## config.mk

```make
export PLATFORM = sky130hd
export DESIGN_NAME = multi_press_detector
export DESIGN_NICKNAME = d
export VERILOG_FILES = /design/src/rtl/mpd_pkg.sv /design/src/rtl/multi_press_detector_channel.sv /design/src/rtl/multi_press_detector.sv
export SDC_FILE = /design/constraint.sdc
export NUM_CORES = 1
export LEC_CHECK = 0
export CORE_MARGIN = 1.5
export CORE_UTILIZATION = 63
export DETAILED_ROUTE_END_ITERATION = 12
export PLACE_DENSITY = 0.84
export SLEW_MARGIN = 30
export SYNTH_ARGS = -nofsm -noshare
export SYNTH_HDL_FRONTEND = slang
export SYNTH_SLANG_ARGS = --single-unit
export TNS_END_PERCENT = 10
```

## constraint.sdc

```tcl
create_clock -name clk_100Hz -period 5.2 [get_ports clk_100Hz]
set_input_delay 0.52 -clock clk_100Hz [delete_from_list [all_inputs] [get_ports clk_100Hz]]
set_output_delay 0.52 -clock clk_100Hz [all_outputs]
set_load 0.05 [all_outputs]
```

## src/rtl/mpd_pkg.sv

```systemverilog
// Shared types and constants for the multi-button press classifier.
// Tick defaults assume the 100 Hz debounced sample clock.
package mpd_pkg;

  typedef enum logic [2:0] {
    ST_IDLE,
    ST_HELD,
    ST_LONG,
    ST_CHORD,
    ST_WAIT_REL
  } state_e;

  localparam int DEF_MIN_TICKS    = 2;
  localparam int DEF_LONG_TICKS   = 50;
  localparam int DEF_REPEAT_TICKS = 10;

  function automatic int cnt_width(input int long_ticks);
    return $clog2(long_ticks + 1);
  endfunction

  function automatic int rcnt_width(input int repeat_ticks);
    return $clog2(repeat_ticks + 1);
  endfunction

endpackage

```

## src/rtl/multi_press_detector_channel.sv

```systemverilog
// One button channel: classifies a press as short, long or auto-repeat, or
// parks in CHORD when the top level pulls it into a multi-button chord.
module press_channel
  import mpd_pkg::*;
#(
  parameter int MIN_TICKS    = DEF_MIN_TICKS,
  parameter int LONG_TICKS   = DEF_LONG_TICKS,
  parameter int REPEAT_TICKS = DEF_REPEAT_TICKS,
  parameter bit REPEAT_EN    = 1'b1
) (
  input  logic clk_100Hz,
  input  logic rst,
  input  logic btn_q,
  input  logic join_chord,
  input  logic long_block,
  output logic short_press,
  output logic long_press,
  output logic repeat_press,
  output logic in_chord,
  output logic in_long
);

  localparam int CW = cnt_width(LONG_TICKS);
  localparam int RW = rcnt_width(REPEAT_TICKS);

  state_e        state_q, state_d;
  logic [CW-1:0] cnt_q, cnt_d;
  logic [RW-1:0] rcnt_q, rcnt_d;
  logic          short_q, short_d;
  logic          long_q, long_d;
  logic          repeat_q, repeat_d;
  logic          can_join;

  always_comb begin
    state_d  = state_q;
    cnt_d    = cnt_q;
    rcnt_d   = rcnt_q;
    short_d  = 1'b0;
    long_d   = 1'b0;
    repeat_d = 1'b0;
    can_join = join_chord && !long_block;

    case (state_q)
      ST_IDLE: begin
        if (can_join) begin
          state_d = ST_CHORD;
          cnt_d   = '0;
        end else if (btn_q) begin
          state_d = ST_HELD;
          cnt_d   = CW'(1);
        end
      end
      ST_HELD: begin
        if (can_join) begin
          state_d = ST_CHORD;
          cnt_d   = '0;
        end else if (!btn_q) begin
          short_d = (cnt_q >= CW'(MIN_TICKS));
          state_d = ST_IDLE;
          cnt_d   = '0;
        end else if (cnt_q >= CW'(LONG_TICKS - 1)) begin
          long_d  = 1'b1;
          state_d = ST_LONG;
          cnt_d   = CW'(LONG_TICKS);
          rcnt_d  = '0;
        end else begin
          cnt_d = cnt_q + CW'(1);
        end
      end
      ST_LONG: begin
        if (!btn_q) begin
          state_d = ST_IDLE;
          cnt_d   = '0;
          rcnt_d  = '0;
        end else if (REPEAT_EN) begin
          if (rcnt_q == RW'(REPEAT_TICKS - 1)) begin
            repeat_d = 1'b1;
            rcnt_d   = '0;
          end else begin
            rcnt_d = rcnt_q + RW'(1);
          end
        end
      end
      // WAIT_REL is reserved and behaves exactly like CHORD.
      ST_CHORD, ST_WAIT_REL: begin
        if (!btn_q) begin
          state_d = ST_IDLE;
          cnt_d   = '0;
        end
      end
      default: begin
        state_d = ST_IDLE;
        cnt_d   = '0;
        rcnt_d  = '0;
      end
    endcase
  end

  // NOTE: reset is sampled on the clock edge (synchronous), so it sits inside
  // the clocked branch rather than in the sensitivity list.
  always_ff @(posedge clk_100Hz) begin
    if (rst) begin
      state_q  <= ST_IDLE;
      cnt_q    <= '0;
      rcnt_q   <= '0;
      short_q  <= 1'b0;
      long_q   <= 1'b0;
      repeat_q <= 1'b0;
    end else begin
      state_q  <= state_d;
      cnt_q    <= cnt_d;
      rcnt_q   <= rcnt_d;
      short_q  <= short_d;
      long_q   <= long_d;
      repeat_q <= repeat_d;
    end
  end

  assign short_press  = short_q;
  assign long_press   = long_q;
  assign repeat_press = repeat_q;
  assign in_chord     = (state_q == ST_CHORD) || (state_q == ST_WAIT_REL);
  assign in_long      = (state_q == ST_LONG);

endmodule

```

## src/rtl/multi_press_detector.sv

```systemverilog
// N-channel press classifier: input register, per-channel FSMs, and the
// chord detect/accumulate logic that reports multi-button presses.
module multi_press_detector
  import mpd_pkg::*;
#(
  parameter int N            = 2,
  parameter int MIN_TICKS    = DEF_MIN_TICKS,
  parameter int LONG_TICKS   = DEF_LONG_TICKS,
  parameter int REPEAT_TICKS = DEF_REPEAT_TICKS,
  parameter bit REPEAT_EN    = 1'b1
) (
  input  logic         clk_100Hz,
  input  logic         rst,
  input  logic [N-1:0] btn,
  output logic [N-1:0] short_press,
  output logic [N-1:0] long_press,
  output logic [N-1:0] repeat_press,
  output logic         chord,
  output logic [N-1:0] chord_mask
);

  logic [N-1:0] btn_q, btn_d;
  logic [N-1:0] chord_acc_q, chord_acc_d;
  logic [N-1:0] chord_mask_q, chord_mask_d;
  logic         chord_q, chord_d;

  logic [N-1:0] in_chord;
  logic [N-1:0] in_long;
  logic [N-1:0] join_chord;
  logic [N-1:0] joined;
  logic         any_chord;
  logic         multi;
  logic         long_veto;
  logic         chord_done;

  always_comb begin
    btn_d      = btn;
    any_chord  = |in_chord;
    multi      = (btn_q & (btn_q - N'(1))) != '0;
    // A held long press vetoes starting a chord, but never an ongoing one.
    long_veto  = (|(btn_q & in_long)) && !any_chord;
    join_chord = (any_chord || multi) ? (btn_q & ~in_long) : '0;
    joined     = long_veto ? '0 : (join_chord & ~in_chord);
    chord_done = any_chord && !(|(btn_q & ~in_long));

    chord_d      = chord_done;
    chord_mask_d = chord_done ? chord_acc_q : '0;
    chord_acc_d  = chord_done ? '0 : (chord_acc_q | joined);
  end

  // NOTE: btn_q is a plain sample register with no reset, so a button held
  // through reset is seen as pressed on the first edge after release.
  always_ff @(posedge clk_100Hz) begin
    btn_q <= btn_d;
  end

  always_ff @(posedge clk_100Hz) begin
    if (rst) begin
      chord_q      <= 1'b0;
      chord_mask_q <= '0;
      chord_acc_q  <= '0;
    end else begin
      chord_q      <= chord_d;
      chord_mask_q <= chord_mask_d;
      chord_acc_q  <= chord_acc_d;
    end
  end

  for (genvar i = 0; i < N; i++) begin : g_ch
    press_channel #(
      .MIN_TICKS   (MIN_TICKS),
      .LONG_TICKS  (LONG_TICKS),
      .REPEAT_TICKS(REPEAT_TICKS),
      .REPEAT_EN   (REPEAT_EN)
    ) u_ch (
      .clk_100Hz   (clk_100Hz),
      .rst         (rst),
      .btn_q       (btn_q[i]),
      .join_chord  (join_chord[i]),
      .long_block  (long_veto),
      .short_press (short_press[i]),
      .long_press  (long_press[i]),
      .repeat_press(repeat_press[i]),
      .in_chord    (in_chord[i]),
      .in_long     (in_long[i])
    );
  end

  assign chord      = chord_q;
  assign chord_mask = chord_mask_q;

endmodule

```

==> impl_metrics.tcl <==
set metrics [dict create \
    clock_power_share_pct 21.4 \
    final_antenna_net_count 0 \
    drt_iter0_drc 96 \
    synthTopCellsByArea "dfxtp_1 35%, ha_1 11%, a21oi_1 4.5%" \
    rrSetupSlack_ns 3.03 \
    status "finished clean" \
    rows 20 \
    pin_count 13 \
    synth-async-reset-ratio_pct 0 \
    min_path_type "reg -> reg" \
    design_area_sq_mm 0.00227 \
    slew_viol_final 0 \
    timing.max_slew.rel_slack_pct 53.9 \
    synth_cell_types 55 \
    diodes 0 \
    cts_root_buf "clkbuf_4" \
    grt_max_degree 22 \
    antenna_found_initial 0 \
    initial_core_util_pct 67.9 \
    cts_setup_buffers 0 \
    vdd_drop_max_mv 0.196 \
    synth_xor_area_share_pct 0.412 \
    synth_edf_count 0 \
    place_congestion 0.894 \
    via_per_inst 5.94 \
    synth_top_area_share_pct 34.9 \
    combPwrFrac_pct 36.6 \
    yosys-top-cells-count "37 x dfxtp_1, 24 x nand2_1, 19 x a21oi_1" \
    die_area_sq_mm 0.00373 \
    muxShareOfSynthArea_pct 0.942 \
    syn_nets 266 \
    period_share_pct 41.7 \
    end_kind "flop" \
    drive_gt1_share_pct 9.20 \
    dp_cells 286 \
    dominantRegCellSynth "dfxtp_1" \
    setup-violations-final 0 \
    layout.nets 271 \
    busiest_layer "met2" \
    intPower_uw 496 \
    power_leakage_uw 0.000831 \
    die_w_um 61.1 \
    synth_fa_ha_area_share_pct 10.6 \
    die_y_um 61.1 \
    cts_tree "done" \
    switching_share_pct 37.4 \
    yosysMostFrequentCell "dfxtp_1" \
    wl_per_cell_um 13.7 \
    layout_min_cycle_time_ns 2.17 \
    placed_area_sq_mm 0.00220 \
    holdBufCountCts 0 \
    cts_buffers 5 \
    yosys.area.top_type "dfxtp_1" \
    avgSynthCellArea_sq_um 8.71 \
    critPathLaunchType "flop" \
    synth_top_family_by_area "simple AND/OR/NAND/NOR gates" \
    dr_total_vias 1746 \
    critPathMaxFanout 8 \
    dr.pass1.iters 4 \
    cap_violations 0 \
    grt_first_pass_wirelength_um 6930 \
    tns_ns 0 \
    skew_ns 0.00981 \
    grtUsageTotal_pct 25.1 \
    grt_setup_unrepaired "false" \
    grtUsageMet1_pct 33.3 \
    drc_errors 0 \
    cts_max_level 2 \
    synthToLayoutAreaGrowth_pct 6.77 \
    globalRouteMet2Util_pct 38.9 \
    met3_usage_pct 6.93 \
    required_ns 5.47 \
    power_density_mw_per_mm2 350 \
    synth-compound-area-share_pct 19.2 \
    clock_latency_ns 0.35 \
    design_power_total_uw 793 \
    p_seq_share_pct 42.0 \
    grt_overflow_total 0 \
    synthSimpleGateAreaFrac_pct 26.4 \
    core_sq_mm 0.00313 \
    clock-sinks 37 \
    clk_pin_slew_ns 0.10 \
    syn_inst 244 \
    postCtsResizedCells 0 \
    final_cells 294 \
    ys_seq_elements 37 \
    ys_warn_count 0 \
    fmax_ghz 0.462 \
    worstMarginPinSlew_ns 0.689 \
    hpwl_um 2920 \
    switchingPower_uw 297 \
    ys_seq_area_share_pct 34.9 \
    portBuffers 12 \
    grt_pass1_vias 1601 \
    arrival_ns 2.43 \
    synth_area_sq_mm 0.00212 \
    finalWirelength_um 4020 \
    path_class "reg -> reg" \
    cts.path.max_buffers 2 \
    finalHoldViolations 0 \
]
[layout make-up]
class | count | area [sq um]
multi-input cells | 178 | 1220
fillers | 263 | 860
flip-flops and latches | 37 | 741
repair buffers | 13 | 128
clock buffers | 7 | 65.1
well taps | 44 | 55.1
inverters | 14 | 52.6
clock inverters | 1 | 5.00
[placed cells by master (no fill, tap or decap), types with 3 or more instances in the layout]
cell type	instances
o21ai_0	9
dfxtp_1	37
nor4_1	4
ha_1	18
nand3_1	7
inv_1	14
nand2_1	24
clkdlybuf4s50_1	12
or3_1	4
a21o_1	3
or4_1	3
a31oi_1	4
a21oi_1	19
clkbuf_4	5
a2111oi_0	3
nor3_1	11
nor2b_1	4
o22ai_1	3
nor2_1	14
and2_1	3
[power groups by stage]
| stage | combinational (uW) | sequential (uW) | clock (uW) |
|---|---|---|---|
| after global placement | 281 | 338 | 0 |
| final | 290 | 333 | 170 |
| after global routing | 329 | 337 | 193 |
| after CTS | 288 | 333 | 178 |
| after floorplan | 243 | 333 | 0 |
| after detailed placement | 287 | 339 | 0 |
[cells by family (layout without fill, tap and decap cells)]
logic type,count (synthesis),after routing
AO/OA/AOI/OAI,60,60
adder cells (fa/ha/maj),18,18
AND/OR/NAND/NOR,97,97
flip-flops,37,37
XOR/XNOR,1,1
multiplexers,2,2
buffers and inverters,29,35
[worst paths after layout]
path                                                           start                             endpoint  cells after the start
worst max-delay path            g_ch[1].u_ch.state_q[0]$_SDFFE_PP0P_  g_ch[1].u_ch.rcnt_q[1]$_SDFFE_PP0P_                      7
worst min-delay path             g_ch[0].u_ch.rcnt_q[1]$_SDFFE_PP0P_  g_ch[0].u_ch.rcnt_q[1]$_SDFFE_PP0P_                      2
worst max register to register  g_ch[1].u_ch.state_q[0]$_SDFFE_PP0P_  g_ch[1].u_ch.rcnt_q[1]$_SDFFE_PP0P_                      7
worst min register to register   g_ch[0].u_ch.rcnt_q[1]$_SDFFE_PP0P_  g_ch[0].u_ch.rcnt_q[1]$_SDFFE_PP0P_                      2
[sequential cells by signal, indices dropped and copies added, names as in the netlist]
signal                  flops
chord_mask                  2
g_ch.u_ch.rcnt_q            8
g_ch.u_ch.repeat_press      2
btn_q                       2
chord                       1
g_ch.u_ch.state_q           4
g_ch.u_ch.cnt_q            12
g_ch.u_ch.short_press       2
chord_acc_q                 2
g_ch.u_ch.long_press        2
[layer usage]
layer,vias to the layer above,part of all wire [%]
met3,7,4.5
met4,0,1.7
met1,802,49
met2,45,45
li1,892,-
met5,-,0
[critical path, cell delays in order (launching register included)]
cell and delay, ns:
dfxtp_1 0.35, inv_1 0.09, ha_1 0.22, nand2b_1 0.33, a21oi_2 0.13, o32a_1 0.44
or3_1 0.39, a21oi_1 0.14
[through the flow]
stage,setup WS [ns],hold slack (ns),util (%)
after floorplan,3.29,0.462,-
after global placement,2.90,0.478,70.3
after detailed placement,2.82,0.485,70.3
after CTS,3.04,0.501,72.5
after global routing,2.87,0.541,72.5
final,3.03,0.498,72.5
Note: power is estimated with default switching activity, not from simulation.
